--- config.mk ---
export PLATFORM = sky130hd
export DESIGN_NAME = ifetch_resp
export DESIGN_NICKNAME = d
export VERILOG_FILES = /design/src/rtl/ifetch_resp.sv
export SDC_FILE = /design/constraint.sdc
export NUM_CORES = 1
export LEC_CHECK = 0
export CORE_MARGIN = 1
export CORE_UTILIZATION = 51
export CTS_CLUSTER_SIZE = 30
export DETAILED_ROUTE_END_ITERATION = 10
export GPL_TIMING_DRIVEN = 0
export PLACE_DENSITY = 0.75
export SETUP_SLACK_MARGIN = 0.5
export SLEW_MARGIN = 10
export SYNTH_ARGS = -nofsm -noshare
export SYNTH_HDL_FRONTEND = slang
export SYNTH_SLANG_ARGS = --single-unit
--- constraint.sdc ---
create_clock -name clk_i -period 4.2 [get_ports clk_i]
set_input_delay 0.42 -clock clk_i [delete_from_list [all_inputs] [get_ports clk_i]]
set_output_delay 0.42 -clock clk_i [all_outputs]
set_load 0.1 [all_outputs]
--- src/rtl/ifetch_resp.sv ---
// Instruction-fetch responder: issues PC addresses on a req/gnt/rvalid memory port and
// returns in-order {instr, addr} pairs to IF/ID, with credit-based hold and flush discard.
module ifetch_resp #(
   parameter int unsigned DEPTH = 2,
   parameter logic [31:0] NOP   = 32'h00000013
) (
   input  logic        clk_i,
   input  logic        rst_i,
   input  logic [31:0] pc_addr_i,
   input  logic        fetch_en_i,
   input  logic        flush_i,
   output logic        mem_req_o,
   output logic [31:0] mem_addr_o,
   input  logic        mem_gnt_i,
   input  logic        mem_rvalid_i,
   input  logic [31:0] mem_rdata_i,
   output logic [31:0] instr_o,
   output logic [31:0] instr_addr_o,
   output logic        instr_valid_o,
   input  logic        instr_ready_i,
   output logic        hold_req_o
);
   localparam int unsigned PW = (DEPTH > 1) ? $clog2(DEPTH) : 1;
   localparam int unsigned CW = $clog2(DEPTH + 1);
   localparam logic [CW:0] DEPTH_C = (CW + 1)'(DEPTH);

   // out_q counts every granted request still awaiting rvalid, including those
   // marked for discard; disc_q is the subset to be dropped after a flush.
   logic [CW-1:0] out_q, out_d, disc_q, disc_d, rcnt_q, rcnt_d;
   logic [PW-1:0] a_wr_q, a_wr_d, a_rd_q, a_rd_d, r_wr_q, r_wr_d, r_rd_q, r_rd_d;
   logic [31:0]   afifo_q [DEPTH];
   logic [31:0]   rdata_q [DEPTH];
   logic [31:0]   raddr_q [DEPTH];
   logic [31:0]   last_addr_q;

   logic          rsp, keep, pop, issue;
   logic [CW:0]   count;

   assign rsp   = mem_rvalid_i & (out_q != '0);
   assign keep  = rsp & (disc_q == '0) & ~flush_i;
   assign count = {1'b0, out_q} + {1'b0, rcnt_q};

   assign instr_valid_o = (rcnt_q != '0);
   assign pop           = instr_valid_o & instr_ready_i;
   assign instr_o       = instr_valid_o ? rdata_q[r_rd_q] : NOP;
   assign instr_addr_o  = instr_valid_o ? raddr_q[r_rd_q] : last_addr_q;

   // A same-cycle pop frees a credit, so a full responder still issues when drained.
   assign mem_req_o  = fetch_en_i & ~flush_i & ~rst_i & ((count < DEPTH_C) | pop);
   assign mem_addr_o = {pc_addr_i[31:2], 2'b00};
   assign issue      = mem_req_o & mem_gnt_i;
   assign hold_req_o = fetch_en_i & ~flush_i & ~rst_i & ~issue;

   always_comb begin
      out_d  = out_q + CW'(issue) - CW'(rsp);
      disc_d = disc_q;
      a_wr_d = a_wr_q + PW'(issue);
      a_rd_d = a_rd_q + PW'(keep);
      r_wr_d = r_wr_q + PW'(keep);
      r_rd_d = r_rd_q + PW'(pop);
      rcnt_d = rcnt_q + CW'(keep) - CW'(pop);
      if (rsp && disc_q != '0) disc_d = disc_q - CW'(1);
      if (flush_i) begin
         disc_d = out_d;
         a_wr_d = '0;
         a_rd_d = '0;
         r_wr_d = '0;
         r_rd_d = '0;
         rcnt_d = '0;
      end
   end

   always_ff @(posedge clk_i) begin
      if (rst_i) begin
         out_q       <= '0;
         disc_q      <= '0;
         rcnt_q      <= '0;
         a_wr_q      <= '0;
         a_rd_q      <= '0;
         r_wr_q      <= '0;
         r_rd_q      <= '0;
         last_addr_q <= '0;
      end else begin
         out_q       <= out_d;
         disc_q      <= disc_d;
         rcnt_q      <= rcnt_d;
         a_wr_q      <= a_wr_d;
         a_rd_q      <= a_rd_d;
         r_wr_q      <= r_wr_d;
         r_rd_q      <= r_rd_d;
         last_addr_q <= instr_addr_o;
      end
   end

   always_ff @(posedge clk_i) begin
      if (issue) afifo_q[a_wr_q] <= mem_addr_o;
      if (keep) begin
         rdata_q[r_wr_q] <= mem_rdata_i;
         raddr_q[r_wr_q] <= afifo_q[a_rd_q];
      end
   end

   // A response with nothing outstanding means the memory was not reset with us.
   always_ff @(posedge clk_i)
      if (!rst_i) assert (!(mem_rvalid_i && out_q == '0));

endmodule

# Word-level counts from Yosys, hierarchy flattened
# Memories as Yosys holds them, arrays and structs flattened. A register that Yosys moved wholly into a read port is not among the register bits.
# Index checks and enable logic that the tools add are counted.
[totals] register_bits=42 ram_bits=188 input_bits=71 wordCells=53 memories=3 output_inout_bits=99
[mem_list] memory="raddr_q" depth=2 width=32 rd=1 rd_clocked_by_memory_dff=1 write_ports=1 line="33" source="logic [31:0] raddr_q [DEPTH];"
[mem_list] memory="rdata_q" depth=2 width=32 rd=1 rd_clocked_by_memory_dff=1 write_ports=1 line="32" source="logic [31:0] rdata_q [DEPTH];"
[mem_list] memory="afifo_q" depth=2 width=30 rd=1 rd_clocked_by_memory_dff=1 write_ports=1 line="31" source="logic [31:0] afifo_q [DEPTH];"
[classes] n_mux=11 magnitude_cmp=1 add_sub_neg=10 bitwise=13 n_reduce_logical=7
[ops] op="$mux W32" n=2
[ops] op="$and A1 B1 Y1" n=9
[ops] op="$reduce_bool A2 Y1" n=4
[ops] op="$mux W1" n=7
[ops] op="$add A1 B1 Y1" n=4
[ops] op="$add A2 B1 Y2" n=2
[ops] op="$mux W2" n=2
[ops] op="$sub A2 B1 Y2" n=2
[ops] op="$add A2 B2 Y3" n=1
[ops] op="$lt A3 B2 Y1 const B" n=1
[ops] op="$not A1 Y1" n=3
[ops] op="$logic_not A2 Y1" n=1
[ops] op="$reduce_or A2 Y1" n=1
[ops] op="$sub A2 B1 Y2 const B" n=1
[ops] op="$logic_and A1 B1 Y1" n=1
[ops] op="$or A1 B1 Y1" n=1

# Logic depth before layout (Yosys ltp)
[logic_depth] word_depth=8 mapped_depth=11 ltp_nobuf=11

# Worst setup path before layout
# OpenSTA, ideal clock, no wires.
[synth_path] kind="register to register" from="reg out_q[1]" to="mem afifo_q[1][0] (netlist bit) (enable)" path_slack_ns=0.164 path_buffers=0 t_required_ns=3.810 synth_period_minus_slack_ns=4.036 setup_time_ns=0.390 arrival_time_ns=3.646 stages_incl_launch_ff=7 cell_sequence="dfxtp_1 inv_1 fa_1 nand2_1 a21oi_1 and2_1 ha_1"
[synth_between] elab_chain_cells=7
[synth_lines] element="start: declaration" line="29" source="logic [CW-1:0] out_q, out_d, disc_q, disc_d, rcnt_q, rcnt_d;"
[synth_lines] element="start signal: assignment" line="84" source="out_q <= out_d;"
[synth_lines] element="$add A2 B2 Y3" line="41" source="assign count = {1'b0, out_q} + {1'b0, rcnt_q};"
[synth_lines] element="$lt A3 B2 Y1" line="49" source="assign mem_req_o = fetch_en_i & ~flush_i & ~rst_i & ((count < DEPTH_C) | pop);"
[synth_lines] element="$or A1 B1 Y1" line="49"
[synth_lines] element="$and A1 B1 Y1" line="49"
[synth_lines] element="via mem_req_o" line="12" source="output logic mem_req_o,"
[synth_lines] element="$and A1 B1 Y1" line="51" source="assign issue = mem_req_o & mem_gnt_i;"
[synth_lines] element="$mux W1" line="96" source="if (issue) afifo_q[a_wr_q] <= mem_addr_o;"
[synth_lines] element="$mux W1 (implied by the code)" line="96"
[synth_lines] element="end: declaration" line="31"
# The timed path passes the listed nets, and every way through them passes these cells.

# Worst setup path in the final report
[layout_path] from="reg rcnt_q[1]" to="out instr_addr_o[30]"
[layout_between] elab_chain_cells=2
[layout_lines] element="start: declaration" line="29"
[layout_lines] element="start signal: assignment" line="86" source="rcnt_q <= rcnt_d;"
[layout_lines] element="$reduce_bool A2 Y1" line="43" source="assign instr_valid_o = (rcnt_q != '0);"
[layout_lines] element="$mux W32" line="46" source="assign instr_addr_o = instr_valid_o ? raddr_q[r_rd_q] : last_addr_q;"
[layout_lines] element="end: declaration" line="18" source="output logic [31:0] instr_addr_o,"
# No other way between the ends.

==> metrics.cfg <==
[outcome]
status=finished, final reports clean

[sta]
slew_headroom_pct=31.2
tightest_slew_ns=1.03
finalHoldViolations=0
finClkSkew_ns=0.0213
rsz0062_at_grt=false
finalMaxSlewViolations=0
min_period_ns=3.42
tns_ns=0
min_period_over_period_pct=81.4
setup_ws_ns=0.780
max_freq_mhz=292
setup_viol=0

[synthesis]
netlist_area_um2=8780
synth-async-reset-ratio_pct=0
syn_area_per_cell_um2=14.9
synth_top_cell_by_area=edfxtp_1
netlist_instances=591
synth_top_area_share_pct=62.9
yosysSeqAreaShare_pct=72.5
synth.ff_latch_count=226
synth_flop_cell=edfxtp_1
ys_warn_count=0
ys_top_cells_by_area=edfxtp_1 (63%), dfxtp_1 (9.6%), mux2_2 (7.7%), nand2_1 (4.1%), mux2i_1 (3.6%)
synth_edf_count=184
yosysUniqueCellTypes=32

[worst_setup_path]
crit_chain=nor2_2, clkbuf_1, nand2_1, nand2_1, clkdlybuf4s50_1
path_class=flop to output port
required_ns=3.78
worstSetupEndpointType=output port
crit_path_start_kind=flop
max_stage_delay_ns=1.16
crit_slowest_cell=clkdlybuf4s50_1
arrival_ns=3.00
crit_buf_inv=2
crit_top_cell=nand2_1
worstPathMaxFanout=10
critical-path-top-delay-family=buffers and inverters

[global_routing]
grt_pass1_vias=5264
busiest_layer=met2
use_met3_pct=3.61
grt.total_usage_pct=19.4
grt_max_degree=56
met1_usage_pct=25.2
gr-total-overflow=0
antenna_found_initial=0
grt.met2_usage_pct=33.5
grt_pass1_wl_um=26900

[power]
p_leak_nw=4.07
ir_drop_v=0.000345
p_per_area_nw_per_um2=483
p_total_mw=5.58

[cts]
cts_hold_buf=0
cts_setup_buffers=0
clkSinkCount=226
cts_resized=0
path_clk_slew_ns=0.06
clock_latency_ns=0.51
cts_made_buffers=23
clockBufferDepth=3
htreeDepth=1
cts_tree=done
root_buffer=clkbuf_16

[cells_and_area]
num_antenna_cells=0
drive_gt1_share_pct=18.9
fin_nets=865
area_growth_pct=31.5

[placement]
place_ws_ns=1.11
gp_congestion=0.782
port_buffers=165
dpl.hpwl_um=10900

[floorplan]
core_um2=16700
initial_core_util_pct=52.6
die_h_um=133
die_w_um=133
die_area_um2=17700
num_io_pins=170
rows=47

[routing]
drc=0
drt-pass1-iter-count=4
antenna_left=0
via_per_inst=4.97
wl_per_cell_um=16.2
finalWirelength_um=16600
dr_total_vias=5074
drt_iter0_markers=200

[min_path]
hold_class=flop to flop

[run]
drv_cap=0

==> path summary, 6_finish.rpt <==
kind                                     start                to  slack (ns)  cells past startpoint
worst max-delay path                 rcnt_q[1]  instr_addr_o[30]        0.78                      5
worst min-delay path            last_addr_q[4]    last_addr_q[4]        0.46                      2
worst max register to register        out_q[1]     afifo_q[0][3]        1.63                      6
worst min register to register  last_addr_q[4]    last_addr_q[4]        0.46                      2
==> cell usage after synthesis (2+ instances only) <==
cell type    n
mux2_2      60
xnor2_1      4
dfxtp_1     42
mux2i_1     32
o21ai_0      2
nand2_1     97
buf_2        8
clkbuf_1     8
nor2_1      38
a21oi_1     32
xor2_1       2
o211ai_1     2
and2_1       4
inv_1       12
nor2b_1      3
edfxtp_1   184
ha_1         9
buf_4       38
==> worst register-to-register path: cells and delay by family, from the launching register on <==
kind            cells  cell delay, ns
flops               1            0.34
compound gates      1            0.18
buf+inv             1            0.09
simple gates        2            0.27
fa+ha+maj           2            1.30
==> stage by stage <==
stage / cells / area [um2] / util (%) / hold WS, ns
6_report: 1021 / 11500 / 69.1 / 0.459
5_1_grt: 1021 / 11500 / 69.1 / 0.479
4_1_cts: 1021 / 11500 / 69.1 / 0.460
3_5_place_dp: 979 / 10800 / 64.7 / 0.452
3_3_place_gp: 977 / 10700 / 64.1 / 0.447
2_1_floorplan: 592 / 8790 / - / 0.440
==> cell families (layout without fill, tap and decap cells) <==
| kind of cell | after synthesis | after routing | share of synthesized area (%) |
|---|---|---|---|
| buffers and inverters | 69 | 278 | 4.77 |
| DFF | 226 | 226 | 72.5 |
| xor gates and xnor gates | 6 | 6 | 0.599 |
| muxes | 92 | 92 | 11.3 |
| and+or+nand+nor | 148 | 148 | 6.80 |
| AOI/OAI and AO/OA | 39 | 39 | 2.41 |
| other | 1 | 2 | 0.0427 |
| adders and majority gates | 10 | 10 | 1.51 |
==> layout make-up <==
| class | instances | area (um2) |
|---|---|---|
| plain buffers | 56 | 370 |
| clock buffers | 39 | 706 |
| clock inverters | 3 | 43.8 |
| fillers | 1133 | 5150 |
| inverters | 13 | 48.8 |
| multi-input cells | 297 | 2030 |
| flip-flops and latches | 226 | 6370 |
| well taps | 220 | 275 |
| repair buffers | 167 | 1710 |
==> cells in the final DEF (no fill, tap or decap), types with 2 or more instances in the layout <==
cell type,n
a21oi_1,31
and2_1,4
buf_16,2
buf_2,8
buf_4,38
clkbuf_1,17
clkbuf_16,23
clkbuf_8,7
clkdlybuf4s50_1,165
conb_1,2
dfxtp_1,42
edfxtp_1,184
ha_1,5
ha_2,2
ha_4,2
inv_1,12
mux2_2,60
mux2i_1,32
nand2_1,97
nor2_1,38
nor2b_1,3
o211ai_1,2
o21ai_0,2
xnor2_1,4
xor2_1,2
==> sequential cells by signal, summed over array words and instances (netlist names), 2 cells and up <==
register / count
afifo_q: 60
rdata_q: 64
disc_q: 2
last_addr_q: 32
out_q: 2
rcnt_q: 2
raddr_q: 60
==> where the power goes <==
part	switching [mW]	internal, mW	leakage, nW
clock network	0.782	1.20	0.367
logic	0.723	0.307	1.71
registers	0.0298	2.54	2.00
total	1.53	4.05	4.07
==> per-layer routing <==
| layer | part of all wire [%] | wire [um] |
|---|---|---|
| met3 | 5.3 | 885 |
| met5 | 0 | 0 |
| met4 | 2.2 | 360 |
| met2 | 49 | 8100 |
| met1 | 44 | 7230 |
Power figures use the tool's default switching activity.
